### src/rtl/cp0_except_pkg.sv
// Shared CP0 constants: excepttype flag positions, register numbers,
// exception codes, Status/Cause field positions and the taken-event type.
package cp0_except_pkg;

    // excepttype_i flag positions
    localparam int unsigned EXC_SYSCALL_BIT = 8;
    localparam int unsigned EXC_INVALID_BIT = 9;
    localparam int unsigned EXC_ERET_BIT    = 12;

    // CP0 register numbers
    localparam logic [4:0] REG_COUNT   = 5'd9;
    localparam logic [4:0] REG_COMPARE = 5'd11;
    localparam logic [4:0] REG_STATUS  = 5'd12;
    localparam logic [4:0] REG_CAUSE   = 5'd13;
    localparam logic [4:0] REG_EPC     = 5'd14;

    // Cause.ExcCode values
    localparam logic [4:0] EXCCODE_INT = 5'd0;
    localparam logic [4:0] EXCCODE_SYS = 5'd8;
    localparam logic [4:0] EXCCODE_RI  = 5'd10;

    // Status fields
    localparam int unsigned STATUS_IE    = 0;
    localparam int unsigned STATUS_EXL   = 1;
    localparam int unsigned STATUS_IM_LO = 8;
    localparam int unsigned STATUS_IM_HI = 15;

    // Cause fields
    localparam int unsigned CAUSE_EXC_LO = 2;
    localparam int unsigned CAUSE_EXC_HI = 6;
    localparam int unsigned CAUSE_SW_LO  = 8;
    localparam int unsigned CAUSE_SW_HI  = 9;
    localparam int unsigned CAUSE_HW_LO  = 10;
    localparam int unsigned CAUSE_HW_HI  = 15;
    localparam int unsigned CAUSE_BD     = 31;

    // Event taken by the MEM-stage instruction this cycle
    typedef enum logic [2:0] {
        EV_NONE,
        EV_INT,
        EV_SYSCALL,
        EV_INVALID,
        EV_ERET
    } event_t;

    // ExcCode recorded for an exception-class event
    function automatic logic [4:0] exc_code(event_t ev);
        case (ev)
            EV_SYSCALL: return EXCCODE_SYS;
            EV_INVALID: return EXCCODE_RI;
            default:    return EXCCODE_INT;
        endcase
    endfunction

endpackage

### src/rtl/cp0_except_timer.sv
// Count/Compare pair with the latched timer interrupt.
module cp0_timer
    import cp0_except_pkg::*;
(
    input  logic        clk,
    input  logic        rst,
    input  logic        we,
    input  logic [4:0]  waddr,
    input  logic [31:0] wdata,
    output logic [31:0] count,
    output logic [31:0] compare,
    output logic        timer_int
);

    logic count_wr;
    logic compare_wr;

    // Decode mtc0 writes aimed at the timer registers
    always_comb begin
        count_wr   = we && (waddr == REG_COUNT);
        compare_wr = we && (waddr == REG_COMPARE);
    end

    // Free-running counter, reloadable by mtc0
    always_ff @(posedge clk) begin
        if (rst)           count <= '0;
        else if (count_wr) count <= wdata;
        else               count <= count + 32'd1;
    end

    // Compare register
    always_ff @(posedge clk) begin
        if (rst)             compare <= '0;
        else if (compare_wr) compare <= wdata;
    end

    // Sticky timer interrupt; a Compare write clears it and beats a same-cycle match
    always_ff @(posedge clk) begin
        if (rst)                                   timer_int <= 1'b0;
        else if (compare_wr)                       timer_int <= 1'b0;
        else if (count == compare && compare != '0) timer_int <= 1'b1;
    end

endmodule

### src/rtl/cp0_except.sv
// CP0 exception unit: event decode, redirect, Status/Cause/EPC registers.
module cp0_except
    import cp0_except_pkg::*;
#(
    parameter logic [31:0] EXC_VECTOR = 32'h0000_0020,
    parameter logic [31:0] STATUS_RST = 32'h0000_0000
) (
    input  logic        clk,
    input  logic        rst,
    input  logic        valid_i,
    input  logic [31:0] excepttype_i,
    input  logic [31:0] pc_i,
    input  logic        in_delayslot_i,
    input  logic [5:0]  int_i,
    input  logic        we_i,
    input  logic [4:0]  waddr_i,
    input  logic [31:0] wdata_i,
    input  logic [4:0]  raddr_i,
    output logic [31:0] rdata_o,
    output logic        flush_o,
    output logic [31:0] new_pc_o,
    output logic [31:0] status_o,
    output logic [31:0] cause_o,
    output logic [31:0] epc_o,
    output logic        timer_int_o
);

    logic [31:0] status;
    logic [31:0] cause;
    logic [31:0] epc;
    logic [31:0] count;
    logic [31:0] compare;
    logic        timer_int;
    logic        int_pending;
    logic        taken_exc;
    logic        unused_bits;
    event_t      ev;

    cp0_timer u_timer (
        .clk       (clk),
        .rst       (rst),
        .we        (we_i),
        .waddr     (waddr_i),
        .wdata     (wdata_i),
        .count     (count),
        .compare   (compare),
        .timer_int (timer_int)
    );

    // Prioritised event decode; suppressed during reset and for bubbles
    always_comb begin
        int_pending = status[STATUS_IE] && !status[STATUS_EXL] &&
                      ((cause[CAUSE_HW_HI:CAUSE_HW_LO] & status[STATUS_IM_HI:CAUSE_HW_LO]) != '0);
        ev = EV_NONE;
        if (!rst && valid_i) begin
            if (int_pending)                         ev = EV_INT;
            else if (excepttype_i[EXC_SYSCALL_BIT]) ev = EV_SYSCALL;
            else if (excepttype_i[EXC_INVALID_BIT]) ev = EV_INVALID;
            else if (excepttype_i[EXC_ERET_BIT])    ev = EV_ERET;
        end
        taken_exc   = (ev == EV_INT) || (ev == EV_SYSCALL) || (ev == EV_INVALID);
        unused_bits = ^{excepttype_i[31:13], excepttype_i[11:10], excepttype_i[7:0]};
    end

    // Pipeline redirect
    always_comb begin
        flush_o  = 1'b0;
        new_pc_o = '0;
        if (taken_exc) begin
            flush_o  = 1'b1;
            new_pc_o = EXC_VECTOR;
        end else if (ev == EV_ERET) begin
            flush_o  = 1'b1;
            new_pc_o = epc;
        end
    end

    // mfc0 read mux over committed values
    always_comb begin
        case (raddr_i)
            REG_COUNT:   rdata_o = count;
            REG_COMPARE: rdata_o = compare;
            REG_STATUS:  rdata_o = status;
            REG_CAUSE:   rdata_o = cause;
            REG_EPC:     rdata_o = epc;
            default:     rdata_o = '0;
        endcase
    end

    // Status: mtc0 fields first, event's EXL update last so it wins
    always_ff @(posedge clk) begin
        if (rst) begin
            status <= STATUS_RST;
        end else begin
            if (we_i && waddr_i == REG_STATUS) begin
                status[STATUS_IM_HI:STATUS_IM_LO] <= wdata_i[STATUS_IM_HI:STATUS_IM_LO];
                status[STATUS_EXL:STATUS_IE]      <= wdata_i[STATUS_EXL:STATUS_IE];
            end
            if (taken_exc)          status[STATUS_EXL] <= 1'b1;
            else if (ev == EV_ERET) status[STATUS_EXL] <= 1'b0;
        end
    end

    // Cause: hardware pending sampled every cycle, software bits via mtc0, event fields on entry
    always_ff @(posedge clk) begin
        if (rst) begin
            cause <= '0;
        end else begin
            cause[CAUSE_HW_HI:CAUSE_HW_LO] <= {int_i[5] | timer_int, int_i[4:0]};
            if (we_i && waddr_i == REG_CAUSE)
                cause[CAUSE_SW_HI:CAUSE_SW_LO] <= wdata_i[CAUSE_SW_HI:CAUSE_SW_LO];
            if (taken_exc) begin
                cause[CAUSE_EXC_HI:CAUSE_EXC_LO] <= exc_code(ev);
                if (!status[STATUS_EXL]) cause[CAUSE_BD] <= in_delayslot_i;
            end
        end
    end

    // EPC: mtc0 write, overridden by a first-level exception entry
    always_ff @(posedge clk) begin
        if (rst) begin
            epc <= '0;
        end else if (taken_exc && !status[STATUS_EXL]) begin
            epc <= in_delayslot_i ? pc_i - 32'd4 : pc_i;
        end else if (we_i && waddr_i == REG_EPC) begin
            epc <= wdata_i;
        end
    end

    // Register observation ports
    always_comb begin
        status_o    = status;
        cause_o     = cause;
        epc_o       = epc;
        timer_int_o = timer_int;
    end

endmodule

### config.mk
export PLATFORM = sky130hd
export DESIGN_NAME = cp0_except
export DESIGN_NICKNAME = d
export VERILOG_FILES = /design/src/rtl/cp0_except_pkg.sv /design/src/rtl/cp0_except_timer.sv /design/src/rtl/cp0_except.sv
export SDC_FILE = /design/constraint.sdc
export NUM_CORES = 1
export LEC_CHECK = 0
export BUFFER_PORTS_ARGS = -buffer_cell sky130_fd_sc_hd__buf_2
export CAP_MARGIN = 10
export CORE_MARGIN = 1.5
export CORE_UTILIZATION = 28
export DETAILED_ROUTE_END_ITERATION = 10
export GPL_TIMING_DRIVEN = 0
export SLEW_MARGIN = 25
export SYNTH_ARGS = -nofsm -noshare
export SYNTH_HDL_FRONTEND = slang
export SYNTH_HIERARCHICAL = 1
export SYNTH_SLANG_ARGS = --single-unit
export TNS_END_PERCENT = 100
### constraint.sdc
create_clock -name clk -period 4.2 [get_ports clk]
set_input_delay 0.84 -clock clk [delete_from_list [all_inputs] [get_ports clk]]
set_output_delay 0.84 -clock clk [all_outputs]
set_load 0.005 [all_outputs]
==> metrics.cfg, run 1 <==
[die]
die_height_um = 166
num_rows = 59
floorplan.initialDensity_pct = 28.6
dieWidth_um = 166
floorplan.die_area_mm2 = 0.0277
core_area_mm2 = 0.0261
top_level_ports = 279

[placement]
post_dp_cell_area_mm2 = 0.00908
numPortBuffers = 202
finalWeightedCongestion = 0.980
post-dp-hpwl_um = 24400
post-place-cells = 1508

[timing]
post-route-period-util_pct = 95.4
relative_slew_margins_pct = 40.5
fmaxAchievable_ghz = 0.250
worst_margin_pin_slew_ps = 893
hold_violations = 0
timing_max_transition_violations_final = 0
grt_setup_unrepaired = false
skew_ps = 7.44
final-setup-viol-count = 0
fin_tns_setup_ps = 0
fin_crit_ps = 4010

[worst_setup_path]
timing.reg2reg.setup_slack_ps = 2110
crit_path_cell_trace = clkbuf_1 -> nor3b_1 -> clkbuf_1 -> a2bb2oi_1 -> o21ai_0 -> buf_2
worstPathMaxFanout = 10
worst-endpoint-arrival_ps = 3170
r2r_cells = 6
timing.rr.start = cause_o[14]
critical_path.max_stage_delay_ps = 780
worst_setup_path_end_kind = output port
worst_path_most_repeated_cell = sky130_fd_sc_hd__clkbuf_1
critical_path.startpoint_type = primary input
timing.critical_path.slowest_stage_cell = sky130_fd_sc_hd__nor3b_1
required_ps = 3360
crit_type = in2out
critical_path.reg2reg.endpoint = epc_o[12]

[synthesis]
yosys.area.top_type_share_pct = 31.6
netlist_top_cells_area = sky130_fd_sc_hd__dfxtp_1, sky130_fd_sc_hd__mux2i_1, sky130_fd_sc_hd__nand2_1
synth-seq-cells = 118
yosys.cell_count.top_type = sky130_fd_sc_hd__nand2_1
synth-warning-count = 6
edff_count_synth = 0
synth_ff_type = sky130_fd_sc_hd__dfxtp_1
synth_async_sr_flop_share_pct = 0
yosys-top-cells-count = sky130_fd_sc_hd__nand2_1, sky130_fd_sc_hd__dfxtp_1, sky130_fd_sc_hd__nor2_1
synth.yosys.seq_area_share_pct = 31.6
synth_top_area_cell = sky130_fd_sc_hd__dfxtp_1
synthCells = 929
synth_area_mm2 = 0.00748
synth_area_per_cell_um2 = 8.06
yosysUniqueCellTypes = 59

[run_status]
run_status = finished with violations
failed_checks = design-rule violations

[final_layout]
instances_no_fill = 1540
final_design_area_no_fill_mm2 = 0.00966
synthToLayoutAreaGrowth_pct = 29.1
layout.core_utilization_pct = 37.0
nets = 1311
fraction_of_layout_cells_with_a_size_suffix_above_1_pct = 25.7

[grt]
maximum_number_of_pins_on_one_net_before_global_route_repair = 17
antenna_found_initial = 0
wire_length_of_the_first_global_routing_pass_um = 45400
grt_remaining_overflow = 0
via_count_of_the_first_global_routing_pass = 7365
grt_util_all_layers_pct = 21.6

[power_and_ir_drop]
power_per_standard_cell_area_mw_per_mm2 = 315
power.static_leakage_nw = 3.99
peakVddDrop_v = 0.000297

[routing]
m1WireLength_um = 13300
drt_iter0_markers = 706
topRoutingLayerUsed = met4
route.met2.wl_um = 14300
drt-total-wl_um = 30400
first_pass_iters = 10
routed_vias = 7787
detail-route-antenna-nets = 0
avgRoutedWirePerCell_um = 19.8
drcViolationCount = 8
viasPerCell = 5.06
wl_met3_um = 1910

[hold_path]
timing.hold.worst.start = cause_o[31]
worst_hold_path.endpoint = cause_o[31]
min_path_type = reg2reg
timing.hold.worst_path_depth = 2

[cts]
post_cts_sizing = 0
worst_setup_hold_path_clk_slew_ps = 60
cts.hold.buffers_added = 0
cts_setup_buffers = 0
max-clock-path-buffers = 2
cts_htree_levels = 4
clock_sink_count = 118
clkLatencyLatePin_ps = 420
cts_tree = done
cts_made_buffers = 17
clockRootBuffer = sky130_fd_sc_hd__clkbuf_16

[run]
drv.max_cap_violation_count = 0

## how the worst max path moves through the flow
stage | from | endpoint | cells past startpoint
after detailed placement | raddr_i[1] | rdata_o[13] | 6
after global routing | raddr_i[1] | rdata_o[13] | 6
after global placement | raddr_i[1] | rdata_o[14] | 6
after floorplan | raddr_i[1] | rdata_o[1] | 5
final | raddr_i[1] | rdata_o[13] | 6
after CTS | raddr_i[1] | rdata_o[13] | 6
## metal layers
metal | track usage, % | up-vias
met5 | 0 | -
met4 | 9.01 | 0
met3 | 3.33 | 49
met2 | 35.8 | 345
met1 | 28.0 | 3649
li1 | - | 3744
## through the flow
step	setup WS (ps)	power, mW	hold WS (ps)
4_1_cts	244	3.05	471
5_1_grt	104	3.14	525
3_5_place_dp	249	1.59	464
2_1_floorplan	1290	1.41	465
6_report	193	3.05	478
3_3_place_gp	240	1.59	456
## where the power goes
part           internal [mW]  total (mW)  leakage (nW)  switching (mW)
clock network          0.940        1.47         0.276           0.529
logic                  0.161       0.365          2.76           0.205
registers               1.16        1.21         0.958          0.0548
total                   2.26        3.05          3.99           0.788
## final cells by class
| type | count | area, µm² |
|---|---|---|
| inverter | 4 | 15.0 |
| tap | 335 | 419 |
| clock inverter | 9 | 128 |
| timing repair buffer | 202 | 1010 |
| clock buffer | 22 | 454 |
| fill | 2779 | 16500 |
| sequential | 118 | 2360 |
| antenna | 1 | 2.50 |
| multi-input combinational | 746 | 4670 |
| buffer | 103 | 604 |
## registers in the layout (all words and copies together), names as in the netlist
register / flops
u_timer/count: 32
u_timer/timer_int: 1
epc_o: 32
cause_o: 11
status_o: 10
u_timer/compare: 32
## cells in the final DEF (no fill, tap or decap), types with 7 or more instances in the layout
| master | Yosys | routed |
|---|---|---|
| sky130_fd_sc_hd__nor2_1 | 81 | 81 |
| sky130_fd_sc_hd__dfxtp_1 | 118 | 118 |
| sky130_fd_sc_hd__and2_1 | 34 | 34 |
| sky130_fd_sc_hd__nand4_1 | 32 | 32 |
| sky130_fd_sc_hd__clkbuf_1 | 40 | 44 |
| sky130_fd_sc_hd__clkbuf_16 | 0 | 17 |
| sky130_fd_sc_hd__a311oi_1 | 16 | 16 |
| sky130_fd_sc_hd__nand3_1 | 16 | 16 |
| sky130_fd_sc_hd__xnor2_1 | 52 | 52 |
| sky130_fd_sc_hd__a21oi_1 | 50 | 50 |
| sky130_fd_sc_hd__buf_2 | 9 | 211 |
| sky130_fd_sc_hd__conb_1 | 1 | 43 |
| sky130_fd_sc_hd__and3_1 | 12 | 12 |
| sky130_fd_sc_hd__buf_4 | 45 | 45 |
| sky130_fd_sc_hd__a211oi_1 | 32 | 32 |
| sky130_fd_sc_hd__o21ai_0 | 28 | 28 |
| sky130_fd_sc_hd__a2bb2oi_1 | 8 | 8 |
| sky130_fd_sc_hd__nor4_1 | 15 | 14 |
| sky130_fd_sc_hd__nand2_1 | 132 | 132 |
| sky130_fd_sc_hd__a21o_1 | 9 | 9 |
| sky130_fd_sc_hd__mux2i_1 | 71 | 71 |
| sky130_fd_sc_hd__xor2_1 | 30 | 30 |
| sky130_fd_sc_hd__nor3_1 | 15 | 15 |
| sky130_fd_sc_hd__and4_1 | 7 | 7 |
## cell families after synthesis
group / after synthesis / share of synthesized area [%]
buffers and inverters: 107 / 8.27
multiplexers: 71 / 9.50
AND/OR/NAND/NOR: 380 / 25.5
adder cells (fa/ha/maj): 2 / 0.334
AO/OA/AOI/OAI: 168 / 15.2
flip-flops: 118 / 31.6
other: 1 / 0.0501
XOR/XNOR: 82 / 9.60
## worst max-delay path: cells and delay by family
kind / cells / cell delay, ps
and+or+nand+nor: 1 / 780
buffers and inverters: 3 / 1080
AOI/OAI and AO/OA: 2 / 460
Note: power is estimated with default switching activity, not from simulation.
==> inputs of run 2 (changes only) <==
ABC_AREA = 1   (was default)
==> run 2 against run 1 <==
Effect of this change:
- the flow now finishes without violations
- hold slack better by 36 ps
- clock power about the same
- register-to-register slack got worse by 80 ps
- core utilization decreased by 0.98 points
- synthesized cell count grew 48%
- critical path type unchanged
- highest routed layer is now met5
==> metrics.cfg, run 2 <==
[run_status]
run_status = complete, no violations

[timing]
fmaxAchievable_ghz = 0.276  ; +10%
grt_setup_unrepaired = false
fin_crit_ps = 3630  ; -380 ps
relative_slew_margins_pct = 43.0  ; +2.5 points
skew_ps = 5.82  ; -1.62 ps
fin_tns_setup_ps = 0  ; unchanged
worst_margin_pin_slew_ps = 851  ; -41.1 ps
hold_violations = 0  ; unchanged
timing_max_transition_violations_final = 0  ; unchanged
post-route-period-util_pct = 86.4  ; -9.0 points
final-setup-viol-count = 0  ; unchanged

[die]
floorplan.initialDensity_pct = 28.3  ; -0.32 points
die_height_um = 176  ; +5.5%
core_area_mm2 = 0.0295  ; +13%
dieWidth_um = 176  ; +5.5%
floorplan.die_area_mm2 = 0.0309  ; +11%
top_level_ports = 279  ; unchanged
num_rows = 63  ; +6.8%

[synthesis]
synth_area_per_cell_um2 = 6.08  ; -25%
yosysUniqueCellTypes = 49  ; -17%
yosys-top-cells-count = sky130_fd_sc_hd__nand2_1, sky130_fd_sc_hd__nor2_1, sky130_fd_sc_hd__inv_1
yosys.cell_count.top_type = sky130_fd_sc_hd__nand2_1
yosys.area.top_type_share_pct = 28.3  ; -3.3 points
netlist_top_cells_area = sky130_fd_sc_hd__dfxtp_1, sky130_fd_sc_hd__nand2_1, sky130_fd_sc_hd__nor2_1
synth_ff_type = sky130_fd_sc_hd__dfxtp_1
synth_top_area_cell = sky130_fd_sc_hd__dfxtp_1
synth_area_mm2 = 0.00835  ; +12%
synth-warning-count = 6  ; unchanged
synth-seq-cells = 118  ; unchanged
synth_async_sr_flop_share_pct = 0  ; unchanged
edff_count_synth = 0  ; unchanged
synth.yosys.seq_area_share_pct = 28.3  ; -3.3 points
synthCells = 1374  ; +48%

[cts]
clkLatencyLatePin_ps = 430  ; about the same
post_cts_sizing = 0  ; unchanged
clock_sink_count = 118  ; unchanged
worst_setup_hold_path_clk_slew_ps = 60  ; about the same
clockRootBuffer = sky130_fd_sc_hd__clkbuf_16
cts_made_buffers = 17  ; unchanged
cts_htree_levels = 4  ; unchanged
cts_setup_buffers = 0  ; unchanged
cts_tree = done
max-clock-path-buffers = 2  ; unchanged
cts.hold.buffers_added = 0  ; unchanged

[placement]
numPortBuffers = 206  ; +2.0%
finalWeightedCongestion = 0.943  ; -3.7%
post-dp-hpwl_um = 28100  ; +15%

[worst_setup_path]
timing.critical_path.slowest_stage_cell = sky130_fd_sc_hd__clkbuf_1
worst_path_most_repeated_cell = sky130_fd_sc_hd__buf_2
critical_path_buf_inv_count = 4  ; +1
crit_path_cell_trace = buf_2 -> buf_2 -> nor2_4 -> nand4_1 -> clkbuf_1 -> nor2_1 -> buf_2
timing.critical_path.max_delay_family = buffers and inverters
worst-endpoint-arrival_ps = 2790  ; -380 ps
worst_setup_path_end_kind = output port
worstPathMaxFanout = 10  ; unchanged
required_ps = 3360  ; about the same
crit_type = in2out
critical_path.startpoint_type = primary input
critical_path.max_stage_delay_ps = 470  ; -310 ps

[final_layout]
fraction_of_layout_cells_with_a_size_suffix_above_1_pct = 21.5  ; -4.3 points
nets = 1760  ; +34%
synthToLayoutAreaGrowth_pct = 27.1
final-seq-area_mm2 = 0.00236  ; unchanged
fillers = 3306  ; +19%
commonest_non_fill_non_tap_cell_in_the_layout = sky130_fd_sc_hd__nand2_1
total_area_of_multi_input_combinational_cells_mm2 = 0.00488  ; +4.6%
leading_cell_types_in_the_layout_fill_and_taps_excluded = sky130_fd_sc_hd__nand2_1, sky130_fd_sc_hd__buf_2, sky130_fd_sc_hd__nor2_1, sky130_fd_sc_hd__inv_1, sky130_fd_sc_hd__dfxtp_1

[run]
drv.max_cap_violation_count = 0  ; unchanged

[grt]
wire_length_of_the_first_global_routing_pass_um = 51700  ; +14%
via_count_of_the_first_global_routing_pass = 9031  ; +23%
grt_remaining_overflow = 0  ; unchanged
maximum_number_of_pins_on_one_net_before_global_route_repair = 17  ; unchanged
grt_util_all_layers_pct = 22.1  ; +0.53 points
antenna_found_initial = 2  ; +2

[routing]
avgRoutedWirePerCell_um = 17.0  ; -14%
drt_iter0_markers = 814  ; +15%
drt-total-wl_um = 34700  ; +14%
drcViolationCount = 0  ; -8
detail-route-antenna-nets = 0  ; unchanged
first_pass_iters = 6  ; -4
routed_vias = 9730  ; +25%
viasPerCell = 4.76  ; -5.9%

[power_and_ir_drop]
power.total_mw = 3.15  ; +3.6%
power_per_standard_cell_area_mw_per_mm2 = 297  ; -5.7%
peakVddDrop_v = 0.000208  ; -30%
power.static_leakage_nw = 5.30  ; +33%

[hold_path]
min_path_type = reg2reg

run 2: stage by stage:
stage	cell area (µm²)	hold slack (ps)	std cells	utilization [%]	setup slack, ps
CTS	10600	509	2044	36.0	524
finish	10600	514	2045	36.0	573
floorplan	8510	456	1416	-	1640
global placement	10000	491	2012	34.0	528
detailed placement	10000	500	2012	34.0	529
global route	10600	533	2045	36.0	484
run 2: worst min-delay path: stages, from the launching register on:
cell and delay (ps):
sky130_fd_sc_hd__dfxtp_1 340, sky130_fd_sc_hd__inv_1 80, sky130_fd_sc_hd__a21oi_1 50
run 2: final timing paths:
kind,start,endpoint,slack (ps),depth (start not counted)
setup / recovery,rst,new_pc_o[17],570,7
hold / removal,u_timer/compare[13],u_timer/compare[13],510,2
setup reg to reg,u_timer/count[0],u_timer/count[30],2030,10
hold reg to reg,u_timer/compare[13],u_timer/compare[13],510,2
run 2: logic make-up (layout without fill, tap and decap cells):
kind of cell,count (synthesis),in the layout,synth area share (%)
and+or+nand+nor,748,748,39.0
AOI/OAI and AO/OA,189,189,12.4
DFF,118,118,28.3
adders and majority gates,2,2,0.300
buffers and inverters,270,508,15.1
xor gates and xnor gates,46,46,4.83
other,1,44,0.0449
run 2: report_power, final:
part	total, mW	internal (mW)	switching [mW]	leakage, nW
clock	1.47	0.839	0.635	0.279
sequential	1.23	1.16	0.0633	0.960
combinational	0.454	0.175	0.279	4.06
run 2: layer usage:
layer | wire (µm) | vias up | global-route usage [%]
met2 | 16300 | 441 | 37.4
met5 | 10 | - | 0
li1 | - | 4769 | -
met1 | 14600 | 4420 | 27.2
met3 | 2210 | 98 | 3.01
met4 | 1660 | 2 | 12.0
run 2: final cells by class:
class / count / share of cell area [%]
well taps: 390 / 4.60
clock buffers: 17 / 4.01
repair buffers: 206 / 9.71
flip-flops and latches: 118 / 22.3
inverters: 175 / 6.19
plain buffers: 95 / 5.69
diodes: 1 / 0.0236
multi-input cells: 1028 / 46.0
clock inverters: 15 / 1.50
==> inputs of run 3 (changes only) <==
CAP_MARGIN = default   (was 10)
clock period = 2.95 ns   (was 4.2 ns; I/O delays follow)
==> run 3 against run 2 <==
Effect of this change:
- sequential cell count unchanged
- sequential power up 42%
- hold slack worse by 160 ps
- via count up 0.40%
- non-clock buffer count up 1
- core utilization up 0.072 points
- setup slack worse by 420 ps
- register-to-register slack worse by 1200 ps
- cell count about the same
- largest cell class unchanged
- largest power group unchanged
==> metrics.cfg, run 3 (synthesized netlist as in run 2, its figures left out) <==
[placement]
finalWeightedCongestion = 0.943  ; unchanged
post-dp-hpwl_um = 28100  ; unchanged
post_dp_cell_area_mm2 = 0.0100  ; unchanged
numPortBuffers = 206  ; unchanged
pre_cts_ws_ps = -221  ; -750 ps

[cts]
cts_made_buffers = 17  ; unchanged
clockRootBuffer = sky130_fd_sc_hd__clkbuf_16
cts.hold.buffers_added = 0  ; unchanged
clkLatencyLatePin_ps = 440  ; about the same
cts_tree = done
worst_setup_hold_path_clk_slew_ps = 70  ; about the same
cts_htree_levels = 4  ; unchanged
max-clock-path-buffers = 2  ; unchanged
clock_sink_count = 118  ; unchanged

[run_status]
run_status = complete, no violations

[worst_setup_path]
worst-endpoint-arrival_ps = 2210  ; -580 ps
required_ps = 2360  ; -1000 ps
worst_setup_path_end_kind = output port
worstPathMaxFanout = 10  ; unchanged
critical_path.startpoint_type = primary input
crit_type = in2out

[timing]
grt_setup_unrepaired = false
skew_ps = 8.75  ; +2.93 ps
fmaxAchievable_ghz = 0.357
fin_tns_setup_ps = 0  ; unchanged
relative_slew_margins_pct = 44.6  ; +1.6 points
post-route-period-util_pct = 95.0
fin_crit_ps = 2800
final-setup-viol-count = 0  ; unchanged
hold_violations = 0  ; unchanged
timing_max_transition_violations_final = 0  ; unchanged
worst_margin_pin_slew_ps = 828  ; -23.8 ps
layout_setup_ws_ps = 148  ; -425 ps

[final_layout]
fillers = 3303  ; -0.091%
final_design_area_no_fill_mm2 = 0.0106  ; +0.20%
leading_cell_types_in_the_layout_fill_and_taps_excluded = sky130_fd_sc_hd__nand2_1, sky130_fd_sc_hd__buf_2, sky130_fd_sc_hd__nor2_1, sky130_fd_sc_hd__inv_1, sky130_fd_sc_hd__dfxtp_1
synthToLayoutAreaGrowth_pct = 27.4
total_area_of_multi_input_combinational_cells_mm2 = 0.00489  ; +0.10%
layout.core_utilization_pct = 36.1  ; +0.072 points
commonest_non_fill_non_tap_cell_in_the_layout = sky130_fd_sc_hd__nand2_1
nets = 1761  ; +0.057%
fraction_of_layout_cells_with_a_size_suffix_above_1_pct = 21.8  ; +0.29 points
final-seq-area_mm2 = 0.00236  ; unchanged

[routing]
avgRoutedWirePerCell_um = 17.0  ; +0.43%
first_pass_iters = 7  ; +1
viasPerCell = 4.77  ; +0.30%
routed_vias = 9769  ; +0.40%
detail-route-antenna-nets = 0  ; unchanged
drt-total-wl_um = 34900  ; +0.53%
drt_iter0_markers = 865  ; +6.3%
drcViolationCount = 0  ; unchanged

[grt]
antenna_found_initial = 2  ; unchanged
grt_util_all_layers_pct = 22.2  ; +0.037 points
maximum_number_of_pins_on_one_net_before_global_route_repair = 17  ; unchanged
via_count_of_the_first_global_routing_pass = 9034  ; +0.033%
grt_remaining_overflow = 0  ; unchanged
wire_length_of_the_first_global_routing_pass_um = 51800  ; +0.16%

[power_and_ir_drop]
power.static_leakage_nw = 5.31  ; +0.20%
peakVddDrop_v = 0.000296  ; +42%
power_per_standard_cell_area_mw_per_mm2 = 422  ; +42%

[die]
num_rows = 63  ; unchanged
core_area_mm2 = 0.0295  ; unchanged
floorplan.die_area_mm2 = 0.0309  ; unchanged
floorplan.initialDensity_pct = 28.3  ; unchanged
die_height_um = 176  ; unchanged
dieWidth_um = 176  ; unchanged
top_level_ports = 279  ; unchanged

[run]
drv.max_cap_violation_count = 0  ; unchanged

[hold_path]
min_path_type = in2reg

-- run 3: changes by cell type in the layout (fill, tap and decap cells not counted) --
cell	delta
sky130_fd_sc_hd__diode_2	+1
sky130_fd_sc_hd__buf_4	+2
sky130_fd_sc_hd__nor3_2	+1
sky130_fd_sc_hd__buf_1	+1
sky130_fd_sc_hd__buf_2	+2
sky130_fd_sc_hd__nor3_1	-1
sky130_fd_sc_hd__clkbuf_1	-4
-- run 3: metrics by stage --
| stage | power (mW) | hold WS (ps) | std cells |
|---|---|---|---|
| after floorplan | 2.10 | 456 | 1416 |
| after global placement | 2.41 | 491 | 2012 |
| after detailed placement | 2.41 | 500 | 2012 |
| after CTS | 4.49 | 342 | 2046 |
| after global routing | 4.64 | 350 | 2046 |
| final | 4.49 | 350 | 2047 |
-- run 3: where the power goes --
group | switching (mW) | internal, mW | total, mW | leakage [nW]
logic | 0.400 | 0.249 | 0.649 | 4.07
registers | 0.0905 | 1.66 | 1.75 | 0.960
clock network | 0.902 | 1.19 | 2.10 | 0.279
-- run 3: timing repair --
action	4_1_cts	5_1_grt
pin swaps	1	1
gates resized for setup	1	6
buffers inserted	2	0
setup endpoints to repair	20	24
-- run 3: worst max-delay path: stages --
cell	delay (ps)
sky130_fd_sc_hd__buf_2	100
sky130_fd_sc_hd__nor3_1	250
sky130_fd_sc_hd__nand3_1	100
sky130_fd_sc_hd__inv_1	180
sky130_fd_sc_hd__buf_1	530
sky130_fd_sc_hd__nand2_1	110
sky130_fd_sc_hd__nand3_1	190
sky130_fd_sc_hd__buf_2	150
-- run 3: layout make-up --
type	instances	share of cell area (%)
multi-input combinational	1028	46.0
sequential	118	22.2
timing repair buffer	208	9.84
inverter	175	6.18
buffer	94	5.67
tap	390	4.59
clock buffer	17	4.00
clock inverter	15	1.49
antenna	2	0.0471
-- run 3: path summary, 6_finish.rpt --
| check | from | to | slack [ps] | cells after the start |
|---|---|---|---|---|
| max | raddr_i[2] | rdata_o[16] | 150 | 8 |
| min | int_i[4] | cause_o[14] | 350 | 3 |
| max reg2reg | u_timer/count[0] | u_timer/count[30] | 800 | 10 |
| min reg2reg | u_timer/compare[13] | u_timer/compare[13] | 510 | 2 |
-- run 3: metal layers --
metal  vias up  track usage (%)  wire length, µm  part of all wire, %
met1      4434             27.2            14500                   42
met3        92             2.99             2290                  6.6
li1       4786                -                -                    -
met5         -                0               10                0.029
met2       455             37.5            16400                   47
met4         2             12.0             1590                  4.6
